--- src/rtl/vga_plot_arbiter.sv ---
// vga_plot_arbiter: shares the VGA adapter plot port between NREQ pixel writers.
// Round-robin, burst-locked grants with an optional per-grant beat limit, plus a
// built-in full-screen clear engine that sweeps SCR_W x SCR_H pixels in one colour.
module vga_plot_arbiter #(
  parameter int unsigned NREQ      = 3,
  parameter int unsigned MAX_BURST = 0,
  parameter int unsigned SCR_W     = 160,
  parameter int unsigned SCR_H     = 120
) (
  input  logic              clk,
  input  logic              rst,
  input  logic [NREQ-1:0]   req,
  output logic [NREQ-1:0]   gnt,
  input  logic [NREQ*8-1:0] x_in,
  input  logic [NREQ*7-1:0] y_in,
  input  logic [NREQ*3-1:0] colour_in,
  input  logic [NREQ-1:0]   plot_in,
  input  logic              clr_start,
  input  logic [2:0]        clr_colour,
  output logic              clr_busy,
  output logic              clr_done,
  output logic [7:0]        vga_x,
  output logic [6:0]        vga_y,
  output logic [2:0]        vga_colour,
  output logic              vga_plot
);

  localparam int unsigned PtrW = (NREQ > 1) ? $clog2(NREQ) : 1;

  localparam logic [1:0] StIdle  = 2'd0;
  localparam logic [1:0] StGrant = 2'd1;
  localparam logic [1:0] StClear = 2'd2;

  localparam logic [7:0]  XLast     = 8'(SCR_W - 1);
  localparam logic [6:0]  YLast     = 7'(SCR_H - 1);
  localparam bit          BurstLim  = (MAX_BURST != 0);
  // Only meaningful when BurstLim is set; guarded to avoid an underflowed constant.
  localparam logic [15:0] BurstLast = (MAX_BURST == 0) ? 16'd0 : 16'(MAX_BURST - 1);

  logic [1:0]      state_q, state_d;
  logic [NREQ-1:0] gnt_q, gnt_d;
  logic [PtrW-1:0] gidx_q, gidx_d;
  logic [PtrW-1:0] rr_q, rr_d;
  logic [15:0]     burst_q, burst_d;
  logic            pend_q, pend_d;
  logic [2:0]      ccol_q, ccol_d;
  logic [7:0]      cx_q, cx_d;
  logic [6:0]      cy_q, cy_d;
  logic            done_q, done_d;

  logic            pick_valid;
  logic [PtrW-1:0] pick_idx;
  logic [PtrW-1:0] cand_idx;
  int unsigned     cand;
  logic            burst_exit;

  // Round-robin search: first asserted request at or after rr_q, wrapping modulo NREQ.
  always_comb begin
    pick_valid = 1'b0;
    pick_idx   = '0;
    cand       = 0;
    cand_idx   = '0;
    for (int unsigned i = 0; i < NREQ; i++) begin
      cand = 32'(rr_q) + i;
      if (cand >= NREQ) begin
        cand = cand - NREQ;
      end
      cand_idx = PtrW'(cand);
      if (!pick_valid && req[cand_idx]) begin
        pick_valid = 1'b1;
        pick_idx   = cand_idx;
      end
    end
  end

  // A burst ends when the owner drops req or the last allowed beat is reached.
  always_comb begin
    burst_exit = !req[gidx_q];
    if (BurstLim && (burst_q == BurstLast)) begin
      burst_exit = 1'b1;
    end
  end

  // Next-state logic for the arbiter FSM, burst counter and clear engine.
  always_comb begin
    state_d = state_q;
    gnt_d   = gnt_q;
    gidx_d  = gidx_q;
    rr_d    = rr_q;
    burst_d = burst_q;
    pend_d  = pend_q;
    ccol_d  = ccol_q;
    cx_d    = cx_q;
    cy_d    = cy_q;
    done_d  = 1'b0;

    // A new clear request is only accepted when none is pending or running, so
    // the latched colour cannot change underneath an active sweep.
    if ((state_q != StClear) && !pend_q && clr_start) begin
      pend_d = 1'b1;
      ccol_d = clr_colour;
    end

    case (state_q)
      StIdle: begin
        if (pend_q) begin
          state_d = StClear;
          cx_d    = '0;
          cy_d    = '0;
        end else if (pick_valid) begin
          state_d = StGrant;
          gnt_d   = NREQ'(1) << pick_idx;
          gidx_d  = pick_idx;
          burst_d = '0;
        end
      end

      StGrant: begin
        if (burst_exit) begin
          state_d = StIdle;
          gnt_d   = '0;
          rr_d    = (gidx_q == PtrW'(NREQ - 1)) ? '0 : gidx_q + 1'b1;
        end else if (burst_q != 16'hFFFF) begin
          burst_d = burst_q + 16'd1;
        end
      end

      StClear: begin
        if (cx_q == XLast) begin
          cx_d = '0;
          if (cy_q == YLast) begin
            cy_d    = '0;
            state_d = StIdle;
            pend_d  = 1'b0;
            done_d  = 1'b1;
          end else begin
            cy_d = cy_q + 7'd1;
          end
        end else begin
          cx_d = cx_q + 8'd1;
        end
      end

      default: begin
        state_d = StIdle;
        gnt_d   = '0;
      end
    endcase
  end

  // State registers with synchronous active-high reset.
  always_ff @(posedge clk) begin
    if (rst) begin
      state_q <= StIdle;
      gnt_q   <= '0;
      gidx_q  <= '0;
      rr_q    <= '0;
      burst_q <= '0;
      pend_q  <= 1'b0;
      ccol_q  <= '0;
      cx_q    <= '0;
      cy_q    <= '0;
      done_q  <= 1'b0;
    end else begin
      state_q <= state_d;
      gnt_q   <= gnt_d;
      gidx_q  <= gidx_d;
      rr_q    <= rr_d;
      burst_q <= burst_d;
      pend_q  <= pend_d;
      ccol_q  <= ccol_d;
      cx_q    <= cx_d;
      cy_q    <= cy_d;
      done_q  <= done_d;
    end
  end

  // Adapter port mux: zero-latency pass-through of the granted slice, or the sweep.
  always_comb begin
    vga_x      = '0;
    vga_y      = '0;
    vga_colour = '0;
    vga_plot   = 1'b0;
    case (state_q)
      StGrant: begin
        vga_x      = x_in[8*gidx_q +: 8];
        vga_y      = y_in[7*gidx_q +: 7];
        vga_colour = colour_in[3*gidx_q +: 3];
        vga_plot   = plot_in[gidx_q] & req[gidx_q];
      end
      StClear: begin
        vga_x      = cx_q;
        vga_y      = cy_q;
        vga_colour = ccol_q;
        vga_plot   = 1'b1;
      end
      default: begin
        vga_plot = 1'b0;
      end
    endcase
  end

  assign gnt      = gnt_q;
  assign clr_busy = pend_q;
  assign clr_done = done_q;

endmodule

--- config.mk ---
export PLATFORM = sky130hd
export DESIGN_NAME = vga_plot_arbiter
export DESIGN_NICKNAME = d
export VERILOG_FILES = /design/src/rtl/vga_plot_arbiter.sv
export SDC_FILE = /design/constraint.sdc
export NUM_CORES = 1
export LEC_CHECK = 0
export CORE_MARGIN = 1.5
export CORE_UTILIZATION = 40
export CTS_CLUSTER_DIAMETER = 60
export DETAILED_ROUTE_END_ITERATION = 10
export GPL_TIMING_DRIVEN = 1
export PLACE_DENSITY = 0.74
export SYNTH_ARGS = -nofsm -noshare
export SYNTH_HDL_FRONTEND = slang
export SYNTH_SLANG_ARGS = --single-unit
export TNS_END_PERCENT = 5
--- constraint.sdc ---
create_clock -name clk -period 5.53 [get_ports clk]
set_input_delay 1.106 -clock clk [delete_from_list [all_inputs] [get_ports clk]]
set_output_delay 1.106 -clock clk [all_outputs]
set_load 0.01 [all_outputs]
Word-level counts from Yosys, hierarchy flattened
Index checks and enable logic that the tools add are counted.
Widths: inputs -> output; s select.
- add/subtract/negate cells: 8
- multipliers: 2
- $lt $le $gt $ge: 7
- equal/unequal tests: 13
- shifts and indexed selects: 4
- mux-type cells: 46
- bitwise logic cells: 5
- reduce and logical (&&, ||, !) cells: 16
- operator list (operator ; number):
    $pmux 8 s2 ; 2
    $pmux 7 s2 ; 2
    $mux 2 ; 12
    $shiftx 24x6->8 ; 1
    $mux 7 ; 3
    $shiftx 21x6->7 ; 1
    $mux 8 ; 2
    $ne 2x2->1 const B ; 7
    $mux 1 ; 13
    $lt 2x3->1 const B ; 4
    $bmux 1 s2 ; 5
    $mux 3 ; 3
    $pmux 3 s3 ; 1
    $shiftx 9x5->3 ; 1
    $add 8x1->8 const B ; 1
    $eq 8x8->1 const B ; 1
    $reduce_and 4->1 ; 2
    $add 7x1->7 const B ; 1
    $eq 7x7->1 const B ; 1
    $ge 3x2->1 const B ; 2
    $pmux 2 s3 ; 1
    $pmux 3 s2 ; 1
    $reduce_and 3->1 ; 2
    $sub 2x2->2 const B ; 3
    other kinds (19) ; 29
- flip-flop bits (word level): 29
- input port bits: 66
- logic and storage cells: 110

Depth between registers and ports, before layout
- depth after elaboration: 15
- mapped depth: 8

Worst setup path after synthesis
Ideal clock, no wire load.
- path type: input-to-output
- start: input port req[1]
- end: output port vga_plot
- arrival: 1702 ps
- data required time: 4424 ps
- slack: 2722 ps
- stages on the path: 5
- buffers on the path: 0
- cell sequence: mux2i_2 o2bb2ai_2 nand2_1 nor2_1 o21a_1
- word-level cells in the longest chain between the ends: 4
- ends and longest elaborated chain (item ; line ; text):
    start: declaration ; 12 ; input logic [NREQ-1:0] req,
    $bmux 1 s2 ; 189 ; vga_plot = plot_in[gidx_q] & req[gidx_q];
    $mux 1 (implied by the code) ; 189 ;
    $and 1x1->1 ; 189 ;
    $pmux 1 s2 ; 184 ; case (state_q)
    end: declaration ; 25 ; output logic vga_plot
Every way passes these cells. The select of a mux whose other input is x is not followed.

Worst setup path in the final report
Same ends and word-level chain as after synthesis.

==> impl_results.md <==
- Slew Limit Headroom: 0.350
- Remaining antenna violation count after routing: 0
- Floorplan die area: 6240 um^2
- Relative contribution of combinational cells to total power: 0.530
- Detailed-route via count: 2457
- # hold bufs at CTS: 0
- Site row count: 27
- Cell area power density: 280 nW/um^2
- Number of setup violations in the final report: 0
- Data required, critical path: 4.42 ns
- Number of antenna violations at the first check in global routing: 0
- Number of pins exceeding their max-slew limit in the final report: 0
- Kind of capture point of the worst setup path: primary output
- Clock tree root buffer cell: clkbuf_8
- Internal power of the cells: 0.000564 W
- Overall global routing resource usage: 0.221
- Routed wire per std cell: 14.8 um
- Average cell area after synthesis: 7.80 um^2
- Leading register cell type out of synthesis: dfxtp_1
- Global-route wire length before repair: 10900 um
- Length of the first detailed-routing pass in iterations: 4
- DRT iter0 DRCs: 128
- Via count of the first global-routing pass: 2266
- Crit Path Category: in -> out
- GR Overflow Total: 0
- Gate count of the mapped netlist: 296
- Clock Tree Buf Depth: 2
- Core area: 5540 um^2
- Clock-pin transition on the worst setup and hold timing paths: 0.06 ns
- Diodes inserted: 0
- Part of the Yosys area used for sequential elements: 0.251
- Sinks on Clock Net: 29
- Post-CTS Repair Setup Buffers: 0
- Maximum number of pins on one net before global-route repair: 27
- Worst path max stage delay: 0.61 ns
- TritonCTS Buffers: 5
- Vias per Instance: 5.47
- Area grow syn2layout: 43.9%
- Worst-Margin Slew: 0.971 ns
- Post-synthesis cell area: 2310 um^2
- Slowest library cell on the worst path: clkdlybuf4s50_1
- Outcome: complete, no violations
- Final worst path period share: 0.744
- Share of power burned in the clock network: 0.190
- Layout filler cell count: 524
- Async set-or-reset flop fraction in the synthesized netlist: 0
- Number of flip-flops and latches in the synthesized netlist: 29
- Worst-case vdd ir drop: 0.000153 V
- Number of library cell types mapped by synthesis: 49
- Lkg Pwr: 1.10 nW
- Count of input and output buffers: 89
- Area after detailed placement: 3240 um^2
- Net Switching: 0.000365 W
- Post-route setup TNS: 0 ns
- Max Freq: 243 MHz
- RSZ-0062 raised after global routing: false
- Post-DP HPWL: 5030 um
- GP Congestion: 0.899
- Die Span Y: 79.0 um
- Sw frac: 0.393
- Syn. warnings: 0
- TritonCTS clock tree: yes
- Number of violations of the max-capacitance limit: 0
- Number of instances resized during post-cts repair: 0
- Critical Path Start Type: primary input
- Total Power Consumption: 0.000930 W
- CTS HTree Levels: 2
- Insertion delay to the later sink of the worst-skew pair: 0.28 ns
- Cell occurring most often along the worst timing path: clkdlybuf4s50_1
- Synthesized netlist net count: 370
- Detailed Route WL: 6630 um
- Reg power frac: 0.280
- Highest net fanout along the worst path: 7
- Cells traversed along the worst timing path: clkdlybuf4s50_1 > mux2i_2 > o2bb2ai_2 > nand2_1 > nor2_1 > o21a_1 > clkdlybuf4s50_1
- Number of enable-type register cells in the synthesized netlist: 0
- Final-report hold violation count: 0
- Util after Layout: 0.600
- Worst clock skew: 0.00466 ns
- Number of top-level pins: 90
- Worst hold-check path type: reg -> reg
- Starting Density: 0.417
- Signal arrival time at the worst endpoint: 3.01 ns
- Fraction of final layout cells with drive strength greater than 1: 0.0451
- Horizontal extent of the die: 79.0 um
- Design Area, Final: 3320 um^2
- Residual DRC: 0
- Net count of the finished layout: 451
- Post-route minimum period: 4.11 ns
==> layout by cell type (no fill, tap or decap), types with 4 or more instances in the layout <==
cell             netlist  routed
a21oi_1               10      10
a22oi_1               21      21
clkbuf_8               0       6
clkdlybuf4s50_1        0      89
dfxtp_1               29      29
ha_1                   8       8
inv_1                  9       9
mux2i_1               25      25
nand2_1               32      32
nand2b_1               9       9
nand3_1                6       6
nor2_1                19      19
nor2b_1               23      23
nor3_1                 7       7
nor3b_1                4       4
o21ai_0               21      21
xor2_1                 6       6
==> layout make-up <==
| type | count | area [um^2] | share of cell area |
|---|---|---|---|
| Clock buffer | 7 | 86.3 | 0.0260 |
| Inverter | 9 | 33.8 | 0.0102 |
| Multi-Input combinational cell | 240 | 1620 | 0.487 |
| Sequential cell | 29 | 581 | 0.175 |
| Tap cell | 72 | 90.1 | 0.0271 |
| Timing Repair Buffer | 92 | 913 | 0.275 |
==> metal layers <==
layer	GRT usage	wire, um
met1	0.291	3060
met2	0.357	3010
met3	0.0586	486
met4	0.0596	79
met5	0	0
==> cells in the mapped netlist (all sizes together), types with 2 or more instances <==
master    n  area share
nand2b    9       0.024
a21oi    10       0.022
nand2    32       0.052
nand4     3      0.0081
and3      3      0.0081
nor2b    23       0.062
nor4bb    2      0.0087
o21ai    23       0.050
buf       2      0.0070
a2bb2oi   2      0.0076
xor2      6       0.023
xnor2     3       0.011
nor3      7       0.015
and4      2      0.0076
mux2i    26        0.11
inv       9       0.015
a22oi    21       0.068
a31oi     2      0.0054
nand4b    3       0.011
nand3     6       0.013
clkbuf   16       0.026
ha        8       0.043
nor3b     4       0.013
a221oi    2      0.0076
o21a      3      0.0098
o41ai     2       0.014
or2       2      0.0054
nor2     19       0.031
dfxtp    29        0.25
o2bb2ai   2       0.010
==> critical path: cells and delay by family <==
kind                   cells  cell delay, ns
AOI/OAI and AO/OA          2            0.36
muxes                      1            0.13
and+or+nand+nor            2            0.25
buffers and inverters      2            1.16
==> state kept, by name, summed over array words and instances, names as in the netlist <==
name	cells
clr_busy	1
cy_q	7
gnt	3
state_q	2
cx_q	8
ccol_q	3
rr_q	2
clr_done	1
gidx_q	2
==> through the flow <==
stage	setup slack, ns	hold WS (ns)	cells
6_report	1.42	0.456	449
5_1_grt	1.24	0.468	449
4_1_cts	1.42	0.459	449
3_5_place_dp	1.43	0.449	442
3_3_place_gp	1.47	0.447	442
2_1_floorplan	2.72	0.449	296
==> power groups by stage <==
stage                     combinational (W)  sequential (W)  clock [W]
after floorplan                    0.000330        0.000257          0
after global placement             0.000486        0.000263          0
after detailed placement           0.000492        0.000264          0
after CTS                          0.000495        0.000260   0.000180
after global routing               0.000537        0.000265   0.000189
final                              0.000493        0.000260   0.000177
==> path summary, 6_finish.rpt <==
check / start / to / slack [ns] / cells after the start
worst max-delay path: req[1] / vga_plot / 1.42 / 7
worst max register to register: state_q[0] / cy_q[2] / 3.18 / 7
worst min-delay path: gnt[0] / gnt[0] / 0.46 / 2
worst min register to register: gnt[0] / gnt[0] / 0.46 / 2
==> kinds of logic (layout without fill, tap and decap cells) <==
family,count (synthesis),count (layout),synth area share
XOR/XNOR,9,9,0.0341
flip-flops,29,29,0.251
AND/OR/NAND/NOR,120,120,0.275
buffers and inverters,27,108,0.0477
AO/OA/AOI/OAI,76,76,0.230
adder cells (fa/ha/maj),8,8,0.0433
multiplexers,27,27,0.119
Power figures use the tool's default switching activity.
